--- src/rtl/operator_sequencer_pkg.sv ---
// Shared sizing, slot/voice ID types and sequencer state encoding for operator_sequencer.
// Slot IDs are voice*OPS_PER_VOICE + op; OPS_PER_VOICE is a power of two, so the voice is the ID's upper bits.
package operator_sequencer_pkg;

    localparam int NUM_VOICES          = 16;
    localparam int OPS_PER_VOICE       = 8;
    localparam int VOICE_ID_W          = $clog2(NUM_VOICES);
    localparam int OP_ID_W             = $clog2(OPS_PER_VOICE);
    localparam int VOICE_OPERATOR_ID_W = VOICE_ID_W + OP_ID_W;

    typedef logic [VOICE_ID_W-1:0]          voice_id_t;
    typedef logic [VOICE_OPERATOR_ID_W-1:0] voice_operator_id_t;

    typedef enum logic [1:0] {
        ST_IDLE  = 2'd0,
        ST_RUN   = 2'd1,
        ST_DRAIN = 2'd2
    } seq_state_t;

    function automatic voice_id_t voice_of(input voice_operator_id_t id);
        return id[VOICE_OPERATOR_ID_W-1:OP_ID_W];
    endfunction

endpackage

--- src/rtl/note_state_table.sv ---
// Pending/active per-voice note tables; pending takes host events, active is reloaded at frame start.
// Read result is registered: rd_on reflects the active table as it stands in the cycle after the request.
module note_state_table #(
    parameter int NUM_VOICES = operator_sequencer_pkg::NUM_VOICES
) (
    input  logic                                       clk,
    input  logic                                       rst,
    input  logic                                       wr_vld,
    input  logic [operator_sequencer_pkg::VOICE_ID_W-1:0] wr_voice,
    input  logic                                       wr_on,
    input  logic                                       copy_en,
    input  logic                                       rd_vld,
    input  logic [operator_sequencer_pkg::VOICE_ID_W-1:0] rd_voice,
    output logic                                       rd_on
);

    logic [NUM_VOICES-1:0] pending_q, pending_d;
    logic [NUM_VOICES-1:0] active_q, active_d;
    logic                  rd_on_q, rd_on_d;

    // The copy sees this edge's event, so an event in the last slot of a frame
    // joins the frame that is starting; one in the frame-start cycle waits a frame.
    always_comb begin
        pending_d = pending_q;
        if (wr_vld) begin
            pending_d[wr_voice] = wr_on;
        end
        active_d = copy_en ? pending_d : active_q;
        rd_on_d  = rd_vld & active_d[rd_voice];
    end

    always_ff @(posedge clk or posedge rst) begin
        if (rst) begin
            pending_q <= '0;
            active_q  <= '0;
            rd_on_q   <= 1'b0;
        end else begin
            pending_q <= pending_d;
            active_q  <= active_d;
            rd_on_q   <= rd_on_d;
        end
    end

    assign rd_on = rd_on_q;

endmodule

--- src/rtl/operator_sequencer.sv ---
// Frame sequencer issuing one voice/operator slot per cycle, with note tables and an algorithm-write port.
// Outputs registered; config writes land one cycle after accept. Optional o_FrameCount under SEQ_FRAME_COUNTER_EN.
module operator_sequencer #(
    parameter int NUM_VOICES    = operator_sequencer_pkg::NUM_VOICES,
    parameter int OPS_PER_VOICE = operator_sequencer_pkg::OPS_PER_VOICE,
    parameter int DRAIN_CYCLES  = 8
) (
`ifdef SEQ_FRAME_COUNTER_EN
    output logic [15:0]                                            o_FrameCount,
`endif
    input  logic                                                   i_Clock,
    input  logic                                                   i_Reset,
    input  logic                                                   i_Enable,
    output logic [operator_sequencer_pkg::VOICE_OPERATOR_ID_W-1:0] o_VoiceOperator,
    output logic                                                   o_Valid,
    output logic                                                   o_NoteOn,
    output logic                                                   o_FrameStart,
    output logic                                                   o_Idle,
    input  logic                                                   i_NoteValid,
    input  logic [operator_sequencer_pkg::VOICE_ID_W-1:0]          i_NoteVoice,
    input  logic                                                   i_NoteOn,
    input  logic                                                   i_CfgValid,
    output logic                                                   o_CfgReady,
    input  logic [operator_sequencer_pkg::VOICE_OPERATOR_ID_W-1:0] i_CfgAddr,
    input  logic [15:0]                                            i_CfgData,
    output logic                                                   o_AlgorithmWriteEnable,
    output logic [operator_sequencer_pkg::VOICE_OPERATOR_ID_W-1:0] o_ConfigWriteAddr,
    output logic [15:0]                                            o_ConfigWriteData
);
    import operator_sequencer_pkg::*;

    localparam voice_operator_id_t LAST_SLOT  = voice_operator_id_t'(NUM_VOICES * OPS_PER_VOICE - 1);
    localparam int                 DRAIN_W    = (DRAIN_CYCLES > 1) ? $clog2(DRAIN_CYCLES) : 1;
    localparam logic [DRAIN_W-1:0] DRAIN_LAST = DRAIN_W'(DRAIN_CYCLES - 1);

    seq_state_t         state_q, state_d;
    voice_operator_id_t slot_q, slot_d;
    logic               valid_q, valid_d;
    logic               frame_start_q, frame_start_d;
    logic               idle_q, idle_d;
    logic [DRAIN_W-1:0] drain_cnt_q, drain_cnt_d;
    logic               wr_en_q, wr_en_d;
    voice_operator_id_t wr_addr_q, wr_addr_d;
    logic [15:0]        wr_data_q, wr_data_d;
    logic               cfg_rdy;
    logic               cfg_accept;

    // Registered outputs describe the slot being issued in the current cycle,
    // so the *_d values describe the slot issued next.
    always_comb begin
        state_d       = state_q;
        slot_d        = slot_q;
        valid_d       = 1'b0;
        frame_start_d = 1'b0;
        idle_d        = 1'b0;
        drain_cnt_d   = drain_cnt_q;
        case (state_q)
            ST_IDLE: begin
                if (i_Enable) begin
                    state_d       = ST_RUN;
                    slot_d        = '0;
                    valid_d       = 1'b1;
                    frame_start_d = 1'b1;
                end else begin
                    idle_d = 1'b1;
                end
            end
            ST_RUN: begin
                if (slot_q == LAST_SLOT && !i_Enable) begin
                    state_d     = ST_DRAIN;
                    slot_d      = '0;
                    drain_cnt_d = '0;
                end else begin
                    valid_d       = 1'b1;
                    slot_d        = (slot_q == LAST_SLOT) ? '0 : slot_q + 1'b1;
                    frame_start_d = (slot_q == LAST_SLOT);
                end
            end
            ST_DRAIN: begin
                if (drain_cnt_q == DRAIN_LAST) begin
                    state_d = ST_IDLE;
                    idle_d  = 1'b1;
                end else begin
                    drain_cnt_d = drain_cnt_q + 1'b1;
                end
            end
            default: begin
                state_d = ST_IDLE;
                idle_d  = 1'b1;
            end
        endcase
    end

    // A write may not target the slot the modulator is reading this cycle.
    assign cfg_rdy    = !(state_q == ST_RUN && i_CfgAddr == slot_q);
    assign cfg_accept = i_CfgValid & cfg_rdy;

    always_comb begin
        wr_en_d   = cfg_accept;
        wr_addr_d = cfg_accept ? i_CfgAddr : wr_addr_q;
        wr_data_d = cfg_accept ? i_CfgData : wr_data_q;
    end

    always_ff @(posedge i_Clock or posedge i_Reset) begin
        if (i_Reset) begin
            state_q       <= ST_IDLE;
            slot_q        <= '0;
            valid_q       <= 1'b0;
            frame_start_q <= 1'b0;
            idle_q        <= 1'b1;
            drain_cnt_q   <= '0;
            wr_en_q       <= 1'b0;
            wr_addr_q     <= '0;
            wr_data_q     <= '0;
        end else begin
            state_q       <= state_d;
            slot_q        <= slot_d;
            valid_q       <= valid_d;
            frame_start_q <= frame_start_d;
            idle_q        <= idle_d;
            drain_cnt_q   <= drain_cnt_d;
            wr_en_q       <= wr_en_d;
            wr_addr_q     <= wr_addr_d;
            wr_data_q     <= wr_data_d;
        end
    end

    note_state_table #(
        .NUM_VOICES (NUM_VOICES)
    ) u_note_state_table (
        .clk      (i_Clock),
        .rst      (i_Reset),
        .wr_vld   (i_NoteValid),
        .wr_voice (i_NoteVoice),
        .wr_on    (i_NoteOn),
        .copy_en  (frame_start_d),
        .rd_vld   (valid_d),
        .rd_voice (voice_of(slot_d)),
        .rd_on    (o_NoteOn)
    );

`ifdef SEQ_FRAME_COUNTER_EN
    logic [15:0] frame_cnt_q, frame_cnt_d;

    always_comb begin
        frame_cnt_d = frame_cnt_q + 16'(frame_start_d);
    end

    always_ff @(posedge i_Clock or posedge i_Reset) begin
        if (i_Reset) begin
            frame_cnt_q <= '0;
        end else begin
            frame_cnt_q <= frame_cnt_d;
        end
    end

    assign o_FrameCount = frame_cnt_q;
`endif

    assign o_VoiceOperator        = slot_q;
    assign o_Valid                = valid_q;
    assign o_FrameStart           = frame_start_q;
    assign o_Idle                 = idle_q;
    assign o_CfgReady             = cfg_rdy;
    assign o_AlgorithmWriteEnable = wr_en_q;
    assign o_ConfigWriteAddr      = wr_addr_q;
    assign o_ConfigWriteData      = wr_data_q;

endmodule

--- config.mk ---
export PLATFORM = sky130hd
export DESIGN_NAME = operator_sequencer
export DESIGN_NICKNAME = d
export VERILOG_FILES = /design/src/rtl/operator_sequencer_pkg.sv /design/src/rtl/note_state_table.sv /design/src/rtl/operator_sequencer.sv
export SDC_FILE = /design/constraint.sdc
export NUM_CORES = 1
export LEC_CHECK = 0
export CAP_MARGIN = 20
export CORE_UTILIZATION = 53
export CTS_BUF_LIST = sky130_fd_sc_hd__clkbuf_8
export CTS_CLUSTER_DIAMETER = 40
export CTS_CLUSTER_SIZE = 12
export DETAILED_ROUTE_END_ITERATION = 16
export GPL_TIMING_DRIVEN = 0
export HOLD_SLACK_MARGIN = 0.12
export MAX_ROUTING_LAYER = met4
export PLACE_DENSITY = 0.83
export SETUP_SLACK_MARGIN = 0.3
export SYNTH_ARGS = -nofsm -noshare
export SYNTH_HDL_FRONTEND = slang
export SYNTH_SLANG_ARGS = --single-unit
--- constraint.sdc ---
create_clock -name i_Clock -period 3.1 [get_ports i_Clock]
set_clock_uncertainty 0.15 [all_clocks]
set_input_delay 0.465 -clock i_Clock [delete_from_list [all_inputs] [get_ports i_Clock]]
set_output_delay 0.465 -clock i_Clock [all_outputs]
set_load 0.02 [all_outputs]
==> results <==
## cell type report
| class | count | area (um2) |
|---|---|---|
| timing repair buffer | 68 | 683 |
| clock buffer | 11 | 151 |
| sequential | 72 | 1800 |
| multi-input combinational | 217 | 1300 |
| fill | 417 | 1690 |
| tap | 75 | 93.8 |
| clock inverter | 5 | 55.1 |
| inverter | 18 | 70.1 |
| buffer | 12 | 68.8 |
## state kept, by name, indices dropped and copies added, names as in the netlist
signal,cells
o_Idle,1
drain_cnt_q,3
o_ConfigWriteData,16
o_FrameStart,1
u_note_state_table.rd_on,1
u_note_state_table.pending_q,16
o_AlgorithmWriteEnable,1
o_VoiceOperator,7
u_note_state_table.active_q,16
state_q,2
o_Valid,1
o_ConfigWriteAddr,7
## stage by stage
step           cell area (um2)  cells  utilization
4_1_cts                   4220    478        0.713
2_1_floorplan             3240    319            -
6_report                  4230    478        0.714
3_3_place_gp              4010    462        0.678
5_1_grt                   4230    478        0.714
3_5_place_dp              4020    462        0.678
## cell families (layout without fill, tap and decap cells)
family,count (synthesis),after routing,share of synthesized area
AND/OR/NAND/NOR,128,128,0.171
adder cells (fa/ha/maj),3,3,0.0116
multiplexers,28,28,0.0942
AO/OA/AOI/OAI,51,51,0.106
flip-flops,72,72,0.557
buffers and inverters,30,114,0.0421
XOR/XNOR,7,7,0.0189
## power groups by stage
stage,Clock (W),Combinational [W],Sequential [W]
4_1_cts,0.000767,0.00109,0.00132
2_1_floorplan,0,0.000592,0.00141
3_5_place_dp,0,0.00108,0.00133
6_report,0.000759,0.00110,0.00132
3_3_place_gp,0,0.00105,0.00132
5_1_grt,0.000812,0.00120,0.00134
## worst max-delay path: stages (launching register included)
cell,delay [ns]
dfrtp_1,0.46
ha_1,0.26
and3_4,0.21
a41o_1,0.30
and2_4,0.16
buf_6,0.13
mux2_4,0.31
a2111o_1,0.43
nand4_1,0.10
o22ai_1,0.08
## per-layer routing
| layer | wire (um) | track usage | vias to the layer above |
|---|---|---|---|
| met1 | 3250 | 0.302 | 1236 |
| met2 | 3410 | 0.399 | 85 |
| met5 | 0 | - | - |
| li1 | - | - | 1232 |
| met3 | 344 | 0.0591 | 13 |
| met4 | 153 | 0.0982 | 0 |
## worst min-delay path by stage
stage / slack [ns] / to / depth (start not counted)
floorplan: 0.30 / u_note_state_table.active_q[14] / 2
global placement: 0.31 / o_ConfigWriteAddr[6] / 2
detailed placement: 0.31 / o_ConfigWriteAddr[1] / 2
CTS: 0.33 / o_ConfigWriteData[2] / 2
global route: 0.36 / o_ConfigWriteData[13] / 2
finish: 0.33 / o_ConfigWriteAddr[3] / 2
## cells in the mapped netlist, drive strengths merged (2+ instances only)
library cell,instances,area share
inv,18,0.021
o21ai,6,0.0093
a21o,2,0.0046
a22o,2,0.0054
and2,3,0.0066
nor4,2,0.0039
nand2b,5,0.0097
mux2,14,0.051
nand2,86,0.10
nand3b,2,0.0046
nor2,16,0.019
nor3,3,0.0046
dfrtp,71,0.55
clkbuf,7,0.0081
ha,3,0.012
xor2,7,0.019
a211o,6,0.016
a211oi,6,0.014
nand3,5,0.0077
a2111o,2,0.0070
mux2i,14,0.043
a21oi,18,0.028
buf,5,0.013
nand4,3,0.0058
o211ai,2,0.0046
==> metrics.txt <==
Arr. time, crit path=2.78 ns; ANT nets after route=0; Crit Path Class=register to register; Peak VDD IR=0.438 mV; Post-Syn Area per Cell=10.2 um2; Post-Syn Area=0.00324 mm2; Die Ht=80.2 um; Finish-stage setup viols=0; Ant. Diodes=0; fmax=369 MHz; Via Count=2,566; r2r worst-path depth=9; gp weighted congestion=0.862; crit end category=register; H-Tree Depth=3; register area share after synthesis=0.557; Clock Tree Buf Depth=2; Nets=434; PostCTS Resize Cnt=0; DRC=0; Reg2Reg Setup Slack=0.39 ns; Hold Vio Cnt, Final=0; I/O pin count=69; crit-path max FO=7; Hold WC Path Type=register to register; post-DP HPWL=5040 um; Design Power=0.00318 W; Post-Route WL=7150 um; die area=0.00643 mm2; RSZ-0062 raised after global routing=no; Mapped Cells=319; reg2reg start=o_VoiceOperator[0]; Netlist cell types=41; clock share of power=0.239; PwrDens=751 mW/mm2; ratio of cells with drive above 1 in the final layout=0.0993; max-slew violation count=0; largest net degree at the start of global routing=73; clk root buf=clkbuf_8; TritonCTS clock tree=built; hold slack=0.329 ns; Async SR Flop Fraction=1.00; initial DRC count=101; number of synthesized flops with an enable pin=0; combinational power share=0.345; Critical Path RT=3.17 ns; first-pass GRT wire length=11,700 um; pre-CTS setup slack=0.0111 ns; outcome=finished clean; core area=0.00592 mm2; I/O Buffers=68; wire per inst=15.0 um; Starting Density=0.547; total gr overflow=0; P_leak=2.00 nW; clk_lat worst skew=0.35 ns; max-cap violations=0; initial antenna violation count=0; CTS Hold Bufs=0; critical path startpoint category=register; drt pass-1 iters=4; worst slew pin tran=0.839 ns; Setup TNS=0 ns; GRT Total Usage=0.248; Post-CTS Setup Inserts=0; CP endpoint=u_note_state_table.rd_on; num rows=28; RR Endpoint=u_note_state_table.rd_on; Synth Flop Type=dfrtp_1; Synth Warn #=0; min Tclk post-route=2.71 ns; Setup crit start=o_VoiceOperator[0]; number of global-route vias before repair=2,486; syn_nets=355; sequential share of power=0.416; hold path startpoint=o_ConfigWriteAddr[3]; final period utilization=0.875; commonest non-fill, non-tap cell in the layout=nand2_1; max_slew headroom=0.441; NetSw=0.00110 W; most frequent cells in the layout=nand2_1 (86), dfrtp_1 (71), clkdlybuf4s50_1 (67); number of synthesized register bits=72; drt via density=5.37; min setup slack post-route=0.387 ns; clock sinks=72; Area Growth Syn to Fin=30.5%; Reg clk slew, reported paths=0.07 ns; total CTS buffers=9; P_int=0.00208 W; Horiz. Die Dim=80.2 um; switching part of the total=0.345
Note: power is estimated with default switching activity, not from simulation.
==> patch: new RTL, config.mk and constraints unchanged <==
Set the parameter `DRAIN_CYCLES` to 32 (it was 8).
--- a/src/rtl/operator_sequencer.sv
+++ b/src/rtl/operator_sequencer.sv
@@ -3,7 +3,7 @@
 module operator_sequencer #(
     parameter int NUM_VOICES    = operator_sequencer_pkg::NUM_VOICES,
     parameter int OPS_PER_VOICE = operator_sequencer_pkg::OPS_PER_VOICE,
-    parameter int DRAIN_CYCLES  = 8
+    parameter int DRAIN_CYCLES  = 32
 ) (
 `ifdef SEQ_FRAME_COUNTER_EN
     output logic [15:0]                                            o_FrameCount,
Check against the original RTL: same outputs for any inputs over 10 cycles, from zero or initial values and one cycle with i_Reset high; that may be too few to reach the edited logic, so the function may still have changed.
==> patch against the original RTL <==
Cell area increased by 7.0%; power rose by 16%; wire length rose by 9.8%; setup slack better by 0.21 ns; sequential cell count up 2; sequential share of layout area fell by 1.7 points; clock power up 30%; area after synthesis increased by 7.7%; highest routed layer unchanged.
==> patch: results (changes against the original RTL) <==
Status - finished clean (unchanged)
Worst-path maximum fanout - 10 (was 7)
RePlAce Congestion - 0.9488 (was 0.8618)
Syn Nets - 392 (was 355)
Routing usage on met3 - 6.064% (was 5.909%)
Clock Tree Root - clkbuf_8 (unchanged)
Clock transition at path regs - 0.07 ns (about the same)
Top cell type's share of synthesized area - 52.35% (was 54.85%)
PortBufs - 66 (was 68)
Max-slew violations - 0 (unchanged)
HP Class - flip-flop to flip-flop (unchanged)
Worst skew pair latency - 0.35 ns (about the same)
Total GRT Usage - 25.06% (was 24.78%)
Largest net degree at the start of global routing - 75 (was 73)
1st-iter DRT viols - 153 (was 101)
Grt met1 use - 30.70% (was 30.22%)
Avg WL per Cell - 15.25 µm (was 14.96 µm)
CTS Buffer Depth - 2 (unchanged)
Share of layout cells above drive strength 1 - 10.73% (was 9.926%)
1st-pass router iterations - 4 (unchanged)
Seq/Total Area, Yosys - 53.10% (was 55.66%)
Mapped Cells - 356 (was 319)
Met2 usage - 39.94% (was 39.91%)
Total number of yosys warnings - 0 (unchanged)
Antenna cells - 0 (unchanged)
First-pass GRT wire length - 13,240 µm (was 11,650 µm)
Vias - 2,915 (was 2,566)
Initial antenna violation count - 0 (unchanged)
Hold Path Cell Cnt - 2 (unchanged)
Final cell count without fillers - 515 (was 478)
Critical path arrival - 2.59 ns (was 2.78 ns)
Worst R2R Path Depth - 10 (was 9)
Synth top area cells - dfrtp_1 52%, nand2_1 11%, a311oi_1 3.5% (was dfrtp_1 55%, nand2_1 10%, mux2i_1 4.3%)
Main flop type after synthesis - dfrtp_1 (unchanged)
# nets final - 469 (was 434)
Internal Power - 0.002440 W (was 0.002079 W)
Post-route ant nets - 0 (unchanged)
Critical Path Slowest Stage Cell - clkdlybuf4s50_1 (was dfrtp_1)
Placed cells - 499 (was 462)
Num CTS Buffers - 9 (unchanged)
Max-Slew Margin vs Limit - 41.75% (was 44.09%)
# fillers - 474 (was 417)
Peak VDD IR - 0.4066 mV (was 0.4384 mV)
Htree depth - 3 (unchanged)
Delay-heaviest family, CP - buffers and inverters (was compound AO/OA/AOI/OAI gates)
Worst path max stage delay - 0.56 ns (was 0.46 ns)
Post-synth top cells - 102 x nand2_1, 73 x dfrtp_1, 17 x nand3_1, 17 x o21ai_0, 14 x a311oi_1 (was 86 x nand2_1, 71 x dfrtp_1, 18 x a21oi_1, 18 x inv_1, 16 x nor2_1)
Max-Cap Viols - 0 (unchanged)
DP Wirelength - 5783 µm (was 5042 µm)
Synth async-reset ratio - 100.0% (unchanged)
LEAKAGE - 2.106 nW (was 1.996 nW)
Unique cell type count in the Yosys netlist - 45 (was 41)
==> patch: path summary, 6_finish.rpt <==
check	startpoint	end	slack (ns)
worst max-delay path	i_Enable	u_note_state_table.rd_on$_DFF_PP0_	0.59
worst min-delay path	o_ConfigWriteAddr[5]$_DFFE_PP0P_	o_ConfigWriteAddr[5]$_DFFE_PP0P_	0.33
worst max register to register	o_VoiceOperator[0]$_DFFE_PP0P_	u_note_state_table.rd_on$_DFF_PP0_	0.63
worst min register to register	o_ConfigWriteAddr[5]$_DFFE_PP0P_	o_ConfigWriteAddr[5]$_DFFE_PP0P_	0.33
max in group asynchronous	i_Reset	u_note_state_table.pending_q[13]$_DFF_PP0_	1.72
min in group asynchronous	i_Reset	o_ConfigWriteData[1]$_DFFE_PP0P_	0.50
==> patch: final cells by class <==
cell class	count	share of cell area [%]
Buffer	19	2.488
Multi-Input combinational cell	254	33.09
Clock buffer	10	3.041
Inverter	9	0.8018
Clock inverter	6	2.848
Sequential cell	74	40.95
Tap cell	77	2.129
Timing Repair Buffer	66	14.65
==> patch: power groups by stage <==
| stage | Sequential (W) | Combinational (W) | Clock (W) |
|---|---|---|---|
| floorplan | 0.00148 | 0.000763 | 0 |
| detailed placement | 0.00140 | 0.00129 | 0 |
| finish | 0.00139 | 0.00130 | 0.000988 |
| global placement | 0.00139 | 0.00126 | 0 |
| CTS | 0.00138 | 0.00130 | 0.000995 |
| global route | 0.00141 | 0.00144 | 0.00104 |
==> patch: metal layers <==
metal | up-vias | wire [µm]
met2 | 104 | 3726
met4 | 0 | 138
met1 | 1400 | 3519
li1 | 1396 | -
met3 | 15 | 470
met5 | - | 0
==> patch: kinds of logic after synthesis <==
family	share of synthesized area, %
flip-flops	53.10
AO/OA/AOI/OAI	14.02
XOR/XNOR	2.008
AND/OR/NAND/NOR	20.90
multiplexers	4.733
buffers and inverters	4.159
adder cells (fa/ha/maj)	1.076
==> patch: worst register-to-register path, stage by stage, from the launching register on <==
cell and delay (ns):
dfrtp_1 0.46, ha_1 0.27, and3_1 0.18, buf_4 0.16
a31o_1 0.19, buf_6 0.14, buf_12 0.14, mux2i_1 0.27
o2111ai_1 0.17, o211ai_1 0.12, o22ai_1 0.11
==> patch: per-stage QoR <==
stage	util [%]	worst slack [ns]	hold WS (ns)	TNS, ns	area (µm²)
floorplan	-	0.6050	0.2965	0	3490
global placement	66.88	-0.4862	0.3072	-35.28	4247
detailed placement	66.92	0.2425	0.3115	0	4249
CTS	71.11	0.3177	0.3289	0	4516
global route	71.27	0.4344	0.3492	0	4526
finish	71.27	0.5929	0.3272	0	4526
==> patch: timing repair <==
item | 4_1_cts | 5_1_grt
buffers inserted | 0 | 0
setup endpoints to repair | 0 | 1
hold endpoints to repair | 0 | 0
gates resized for setup | 0 | 4
